$ cat src/rtl/msg_scroller.sv
`default_nettype none
// ============================================================================
//  Module      : msg_scroller
//  Description : Scrolls a message of up to 16 ASCII characters across a
//                five-digit display window. The message is followed by five
//                blanks, so the visible sequence has period P = Len + 5.
//                The window rests at position 0 for DWELL_TICKS ticks. It then
//                advances one position per tick and wraps back to position 0.
//  Revision    : 1.0 - initial release
// ----------------------------------------------------------------------------
//  Parameters
//    TICK_DIV    : clock cycles per scroll tick (1 .. 2^26)
//    DWELL_TICKS : ticks held at window position 0 (1 .. 15)
//  Ports
//    Clk          in   1  rising-edge clock
//    Reset_n      in   1  synchronous active-low reset
//    Run          in   1  1 = scroll, 0 = freeze
//    WrEn         in   1  write WrData into buffer[WrAddr]
//    WrAddr       in   4  buffer index
//    WrData       in   8  ASCII code
//    LenWr        in   1  load message length (ignored unless LenData is 1..16)
//    LenData      in   5  new length
//    Char4..Char0 out  8  registered ASCII codes of the display, left to right
//    Wrap         out  1  one-cycle pulse when the window returns to position 0
//    State        out  2  00 STOP, 01 DWELL, 10 SCROLL
// ============================================================================
module msg_scroller #(
    parameter int TICK_DIV    = 25000000,
    parameter int DWELL_TICKS = 2
) (
    input  logic       Clk,
    input  logic       Reset_n,
    input  logic       Run,
    input  logic       WrEn,
    input  logic [3:0] WrAddr,
    input  logic [7:0] WrData,
    input  logic       LenWr,
    input  logic [4:0] LenData,
    output logic [7:0] Char4,
    output logic [7:0] Char3,
    output logic [7:0] Char2,
    output logic [7:0] Char1,
    output logic [7:0] Char0,
    output logic       Wrap,
    output logic [1:0] State
);

    typedef enum logic [1:0] {
        ST_STOP   = 2'b00,
        ST_DWELL  = 2'b01,
        ST_SCROLL = 2'b10
    } state_e;

    localparam logic [25:0] TICK_MAX   = 26'(TICK_DIV - 1);
    localparam logic [3:0]  DWELL_LAST = 4'(DWELL_TICKS - 1);
    localparam logic [7:0]  BLANK      = 8'h20;

    logic [7:0]  buf_q [16];
    logic [4:0]  len_q;
    logic [4:0]  pos_q;
    logic [25:0] presc_q;
    logic [3:0]  dwell_q;
    state_e      state_q;
    logic        wrap_evt_q;   // set on the edge where Pos returns to 0
    logic        wrap_q;       // delayed by one cycle to line up with the Char update
    logic [7:0]  chars_q [5];  // index 0 is the leftmost digit (Char4)
    logic [7:0]  chars_d [5];

    logic [5:0]  period;
    logic        tick;
    logic        len_valid;
    logic [4:0]  pos_inc;
    logic        pos_last;

    assign period    = {1'b0, len_q} + 6'd5;
    assign tick      = (state_q != ST_STOP) && (presc_q == TICK_MAX);
    assign len_valid = LenWr && (LenData != 5'd0) && (LenData <= 5'd16);
    assign pos_inc   = pos_q + 5'd1;
    assign pos_last  = ({1'b0, pos_inc} == period);

    // Window contents: seq[(Pos+k) mod P]. Pos < P and k < 5 <= P, so a
    // single conditional subtraction is enough for the modulo.
    always_comb begin
        for (int k = 0; k < 5; k++) begin
            logic [5:0] idx;
            idx = {1'b0, pos_q} + 6'(k);
            if (idx >= period) begin
                idx = idx - period;
            end
            chars_d[k] = (idx < {1'b0, len_q}) ? buf_q[idx[3:0]] : BLANK;
        end
    end

    // Message buffer.
    always_ff @(posedge Clk) begin
        if (!Reset_n) begin
            for (int i = 0; i < 16; i++) begin
                buf_q[i] <= BLANK;
            end
            buf_q[0] <= 8'h48;
            buf_q[1] <= 8'h65;
            buf_q[2] <= 8'h6C;
            buf_q[3] <= 8'h6C;
            buf_q[4] <= 8'h6F;
        end else if (WrEn) begin
            buf_q[WrAddr] <= WrData;
        end
    end

    // Display registers: one cycle behind buffer, length and position.
    always_ff @(posedge Clk) begin
        if (!Reset_n) begin
            chars_q[0] <= 8'h48;
            chars_q[1] <= 8'h65;
            chars_q[2] <= 8'h6C;
            chars_q[3] <= 8'h6C;
            chars_q[4] <= 8'h6F;
        end else begin
            for (int k = 0; k < 5; k++) begin
                chars_q[k] <= chars_d[k];
            end
        end
    end

    // Control FSM. A valid length load has priority over Run and over any
    // tick in the same cycle. Run=0 has priority over a coincident tick.
    always_ff @(posedge Clk) begin
        if (!Reset_n) begin
            len_q      <= 5'd5;
            pos_q      <= 5'd0;
            presc_q    <= 26'd0;
            dwell_q    <= 4'd0;
            state_q    <= ST_STOP;
            wrap_evt_q <= 1'b0;
            wrap_q     <= 1'b0;
        end else begin
            wrap_evt_q <= 1'b0;
            wrap_q     <= wrap_evt_q;
            if (len_valid) begin
                len_q   <= LenData;
                pos_q   <= 5'd0;
                presc_q <= 26'd0;
                dwell_q <= 4'd0;
                state_q <= Run ? ST_DWELL : ST_STOP;
            end else if (!Run) begin
                state_q <= ST_STOP;
                presc_q <= 26'd0;
                dwell_q <= 4'd0;
            end else begin
                case (state_q)
                    ST_STOP: begin
                        presc_q <= 26'd0;
                        dwell_q <= 4'd0;
                        state_q <= (pos_q == 5'd0) ? ST_DWELL : ST_SCROLL;
                    end
                    ST_DWELL: begin
                        presc_q <= tick ? 26'd0 : presc_q + 26'd1;
                        if (tick) begin
                            if (dwell_q == DWELL_LAST) begin
                                dwell_q <= 4'd0;
                                pos_q   <= 5'd1;
                                state_q <= ST_SCROLL;
                            end else begin
                                dwell_q <= dwell_q + 4'd1;
                            end
                        end
                    end
                    ST_SCROLL: begin
                        presc_q <= tick ? 26'd0 : presc_q + 26'd1;
                        if (tick) begin
                            if (pos_last) begin
                                pos_q      <= 5'd0;
                                dwell_q    <= 4'd0;
                                state_q    <= ST_DWELL;
                                wrap_evt_q <= 1'b1;
                            end else begin
                                pos_q <= pos_inc;
                            end
                        end
                    end
                    default: begin
                        state_q <= ST_STOP;
                        presc_q <= 26'd0;
                        dwell_q <= 4'd0;
                    end
                endcase
            end
        end
    end

    assign Char4 = chars_q[0];
    assign Char3 = chars_q[1];
    assign Char2 = chars_q[2];
    assign Char1 = chars_q[3];
    assign Char0 = chars_q[4];
    assign Wrap  = wrap_q;
    assign State = state_q;

endmodule
`default_nettype wire

$ cat config.mk
export PLATFORM = sky130hd
export DESIGN_NAME = msg_scroller
export DESIGN_NICKNAME = d
export VERILOG_FILES = /design/src/rtl/msg_scroller.sv
export SDC_FILE = /design/constraint.sdc
export NUM_CORES = 1
export LEC_CHECK = 0
export CAP_MARGIN = 0
export CORE_MARGIN = 5
export CORE_UTILIZATION = 25
export CTS_BUF_LIST = sky130_fd_sc_hd__clkbuf_8
export CTS_CLUSTER_SIZE = 12
export DETAILED_ROUTE_END_ITERATION = 8
export PLACE_DENSITY = 0.5
export SYNTH_ARGS = -nofsm -noshare
export SYNTH_HDL_FRONTEND = slang
export SYNTH_SLANG_ARGS = --single-unit
export TNS_END_PERCENT = 30
$ cat constraint.sdc
create_clock -name Clk -period 5.3 [get_ports Clk]
set_clock_uncertainty 0.2 [all_clocks]
set_input_delay 1.06 -clock Clk [delete_from_list [all_inputs] [get_ports Clk]]
set_output_delay 1.06 -clock Clk [all_outputs]
set_load 0.01 [all_outputs]
==> flow_metrics.env <==
export IMPL_power_clock_fraction=0.328
export IMPL_hold_path_class="reg -> reg"
export IMPL_cts_hold_buf=0
export IMPL_syn_cell_area_um2=15800
export IMPL_grt_usage=0.170
export IMPL_die_h_um=261
export IMPL_async_reset_ff_frac=0
export IMPL_wl_per_cell_um=22.4
export IMPL_port_buffers=64
export IMPL_worst_slew_pin_transition_ps=1000
export IMPL_slew_violations=0
export IMPL_vias_per_cell=5.27
export IMPL_final_util=0.298
export IMPL_grt_max_degree=50
export IMPL_syn_num_nets=1755
export IMPL_crit_buf_inv=3
export IMPL_die_w_um=261
export IMPL_routed_wl_um=59100
export IMPL_drc_errors=0
export IMPL_cts_buffers=41
export IMPL_post_dp_hpwl_um=44900
export IMPL_required_ps=5650
export IMPL_synth_main_ff_cell="edfxtp_1"
export IMPL_grt_pass1_vias=13615
export IMPL_io_pins=65
export IMPL_min_from="presc_q[0]"
export IMPL_first_pass_iters=6
export IMPL_postPlaceCellArea_um2=17800
export IMPL_rows=92
export IMPL_ys_seq_area_frac=0.350
export IMPL_htreeDepth=2
export IMPL_holdWs_ps=267
export IMPL_slowest_stage="a211oi_1"
export IMPL_p_leak_nw=6.70
export IMPL_p_per_area_nw_per_um2=282
export IMPL_switching_power_mw=1.80
export IMPL_syn_inst=1675
export IMPL_hold_violations=0
export IMPL_nFillCells=6472
export IMPL_synth_seq_cells=212
export IMPL_fin_crit_ps=5060
export IMPL_critical_path_top_delay_family="compound AO/OA/AOI/OAI gates"
export IMPL_first_iter_violations=1383
export IMPL_dieArea_um2=68200
export IMPL_drive_gt1_frac=0.145
export IMPL_start_kind="register"
export IMPL_cp_arrival_ps=5410
export IMPL_crit_path_cell_trace="ha_1 -> xor2_2 -> ha_1 -> inv_1 -> a21oi_1 -> o21a_1 -> a2111oi_0 -> or3_1 -> mux2_2 -> inv_2 -> ha_1 -> nor2b_1 -> o21a_1 -> o21a_1 -> o21ai_0 -> nand3b_1 -> nor2_1 -> nor2_1 -> a211oi_1 -> buf_4"
export IMPL_yosysUniqueCellTypes=82
export IMPL_fin_total_pwr_mw=5.27
export IMPL_crit_type="reg -> reg"
export IMPL_endpoint_kind="register"
export IMPL_status="complete, no violations"
export IMPL_share_seq_of_total_power=0.389
export IMPL_area_delta_synth_final_pct=18.5
export IMPL_reg2reg_setup_slack_ps=240
export IMPL_internal_power_mw=3.47
export IMPL_final_cell_mix="nand2_1, mux2i_1, edfxtp_1"
export IMPL_ff2ff_path_depth=20
export IMPL_dr_total_vias=13932
export IMPL_worst_path_largest_cell_delay_ps=540
export IMPL_cts_buffer_depth=3
export IMPL_cts_sinks=212
export IMPL_clock_latency_ps=610
export IMPL_setup_violations_final=0
export IMPL_cts_tree="done"
export IMPL_synth_edf_count=128
export IMPL_hold_depth=1
export IMPL_fin_nets=1844
export IMPL_design_area_um2=18700
export IMPL_slew_headroom=0.329
export IMPL_root_buffer="clkbuf_8"
export IMPL_worstReg2RegStart="len_q[1]"
export IMPL_clock_fmax_mhz=198
export IMPL_final_common_cell="nand2_1"
export IMPL_grt_overflow=0
export IMPL_coreArea_um2=62700
export IMPL_gp_congestion=0.962
export IMPL_ys_warn_count=0
export IMPL_max_vdd_ir_drop_v=0.000133
export IMPL_drv_cap=0
export IMPL_path_clk_slew_ps=50
export IMPL_synth_avg_cell_area_um2=9.42
export IMPL_min_to="presc_q[0]"
export IMPL_finalCritPeriodShare=0.955
export IMPL_grt_pass1_wl_um=88300
export IMPL_r2r_end="chars_q[0][35]"
export IMPL_initial_core_util=0.251
export IMPL_antenna_found_initial=1
export IMPL_swShare=0.342
export IMPL_power_frac_comb=0.283
export IMPL_rsz0062_at_grt="true"
export IMPL_path_max_fanout=5
export IMPL_ant_nets=0
-- Yosys cell counts (8+ instances only) --
cell type	number	share of area
ha_1	54	0.043
o21a_1	11	0.0052
and3_1	15	0.0059
a22oi_1	16	0.0076
nand3_1	83	0.026
nor2b_1	33	0.013
clkbuf_1	59	0.014
inv_1	37	0.0088
a211oi_1	33	0.016
o22ai_1	8	0.0032
o21ai_0	56	0.018
a32oi_1	16	0.0089
a21oi_1	53	0.017
mux2_2	26	0.019
and2_1	80	0.032
nand2b_1	27	0.011
buf_4	9	0.0043
xor2_1	28	0.016
a31oi_1	13	0.0052
xnor2_1	31	0.017
dfxtp_1	84	0.11
nor3_1	41	0.013
edfxtp_1	128	0.24
nand2_1	231	0.055
or3_1	26	0.010
nor4_1	8	0.0032
mux2i_1	145	0.092
o211ai_1	8	0.0038
buf_2	29	0.0092
nor2_1	98	0.023
nand4_1	24	0.0095
mux4_2	50	0.071
-- power by group through the flow --
stage          combinational [mW]  sequential (mW)  clock (mW)
5_1_grt                      1.61             2.06        1.87
4_1_cts                      1.48             2.04        1.78
2_1_floorplan               0.894             2.01           0
3_3_place_gp                 1.46             2.07           0
6_report                     1.49             2.05        1.73
3_5_place_dp                 1.47             2.07           0
-- area by class of cell --
| class | count | area [um^2] | share of cell area |
|---|---|---|---|
| Antenna cell | 1 | 2.50 | 0.000134 |
| Clock buffer | 42 | 578 | 0.0309 |
| Clock inverter | 32 | 263 | 0.0141 |
| Inverter | 43 | 165 | 0.00884 |
| Multi-Input combinational cell | 1319 | 9770 | 0.523 |
| Sequential cell | 212 | 5530 | 0.296 |
| Tap cell | 846 | 1060 | 0.0566 |
| Timing Repair Buffer | 147 | 1320 | 0.0707 |
-- flip-flops by register name (all words and copies together), names as in the netlist --
| signal | count |
|---|---|
| Wrap | 1 |
| pos_q | 5 |
| presc_q | 26 |
| wrap_evt_q | 1 |
| chars_q | 40 |
| buf_q | 128 |
| dwell_q | 4 |
| len_q | 5 |
| State | 2 |
-- through the flow --
stage          cells  TNS, ps  setup WS [ps]
4_1_cts         2640        0           16.4
3_3_place_gp    2566        0           42.6
2_1_floorplan   1675        0            101
3_5_place_dp    2566     -746           -158
6_report        2642        0            238
5_1_grt         2642    -4.50          -4.50
-- worst max path at each step --
| stage | start | to | slack [ps] | depth (start not counted) |
|---|---|---|---|---|
| after floorplan | pos_q[0] | chars_q[0][12] | 100 | 21 |
| final | len_q[1] | chars_q[0][35] | 240 | 20 |
| after global placement | pos_q[1] | chars_q[0][30] | 40 | 22 |
| after global routing | pos_q[0] | chars_q[0][12] | -5 | 21 |
| after detailed placement | len_q[1] | chars_q[0][0] | -160 | 19 |
| after CTS | pos_q[1] | chars_q[0][30] | 20 | 19 |
-- what timing repair did --
item | CTS | global route
endpoints found under the setup margin | 6 | 22
resized for setup | 2 | 10
hold endpoints to repair | 0 | 0
setup buffers | 0 | 1
pin swaps | 0 | 1
-- kinds of logic (layout without fill, tap and decap cells) --
kind of cell               Yosys count  after routing  synth area share
buffers and inverters              144            264            0.0405
xor gates and xnor gates            61             61            0.0355
adders and majority gates           62             62            0.0506
DFF                                212            212             0.350
and+or+nand+nor                    689            689             0.214
other                                0              1                 0
muxes                              226            226             0.188
AOI/OAI and AO/OA                  281            281             0.121
-- layer usage --
layer,wire length [um],up-vias,GRT usage
li1,-,6357,-
met1,26300,6716,0.240
met2,25800,707,0.259
met3,4670,152,0.0282
met4,2440,0,0.0679
met5,0,-,0
Note: power is estimated with default switching activity, not from simulation.
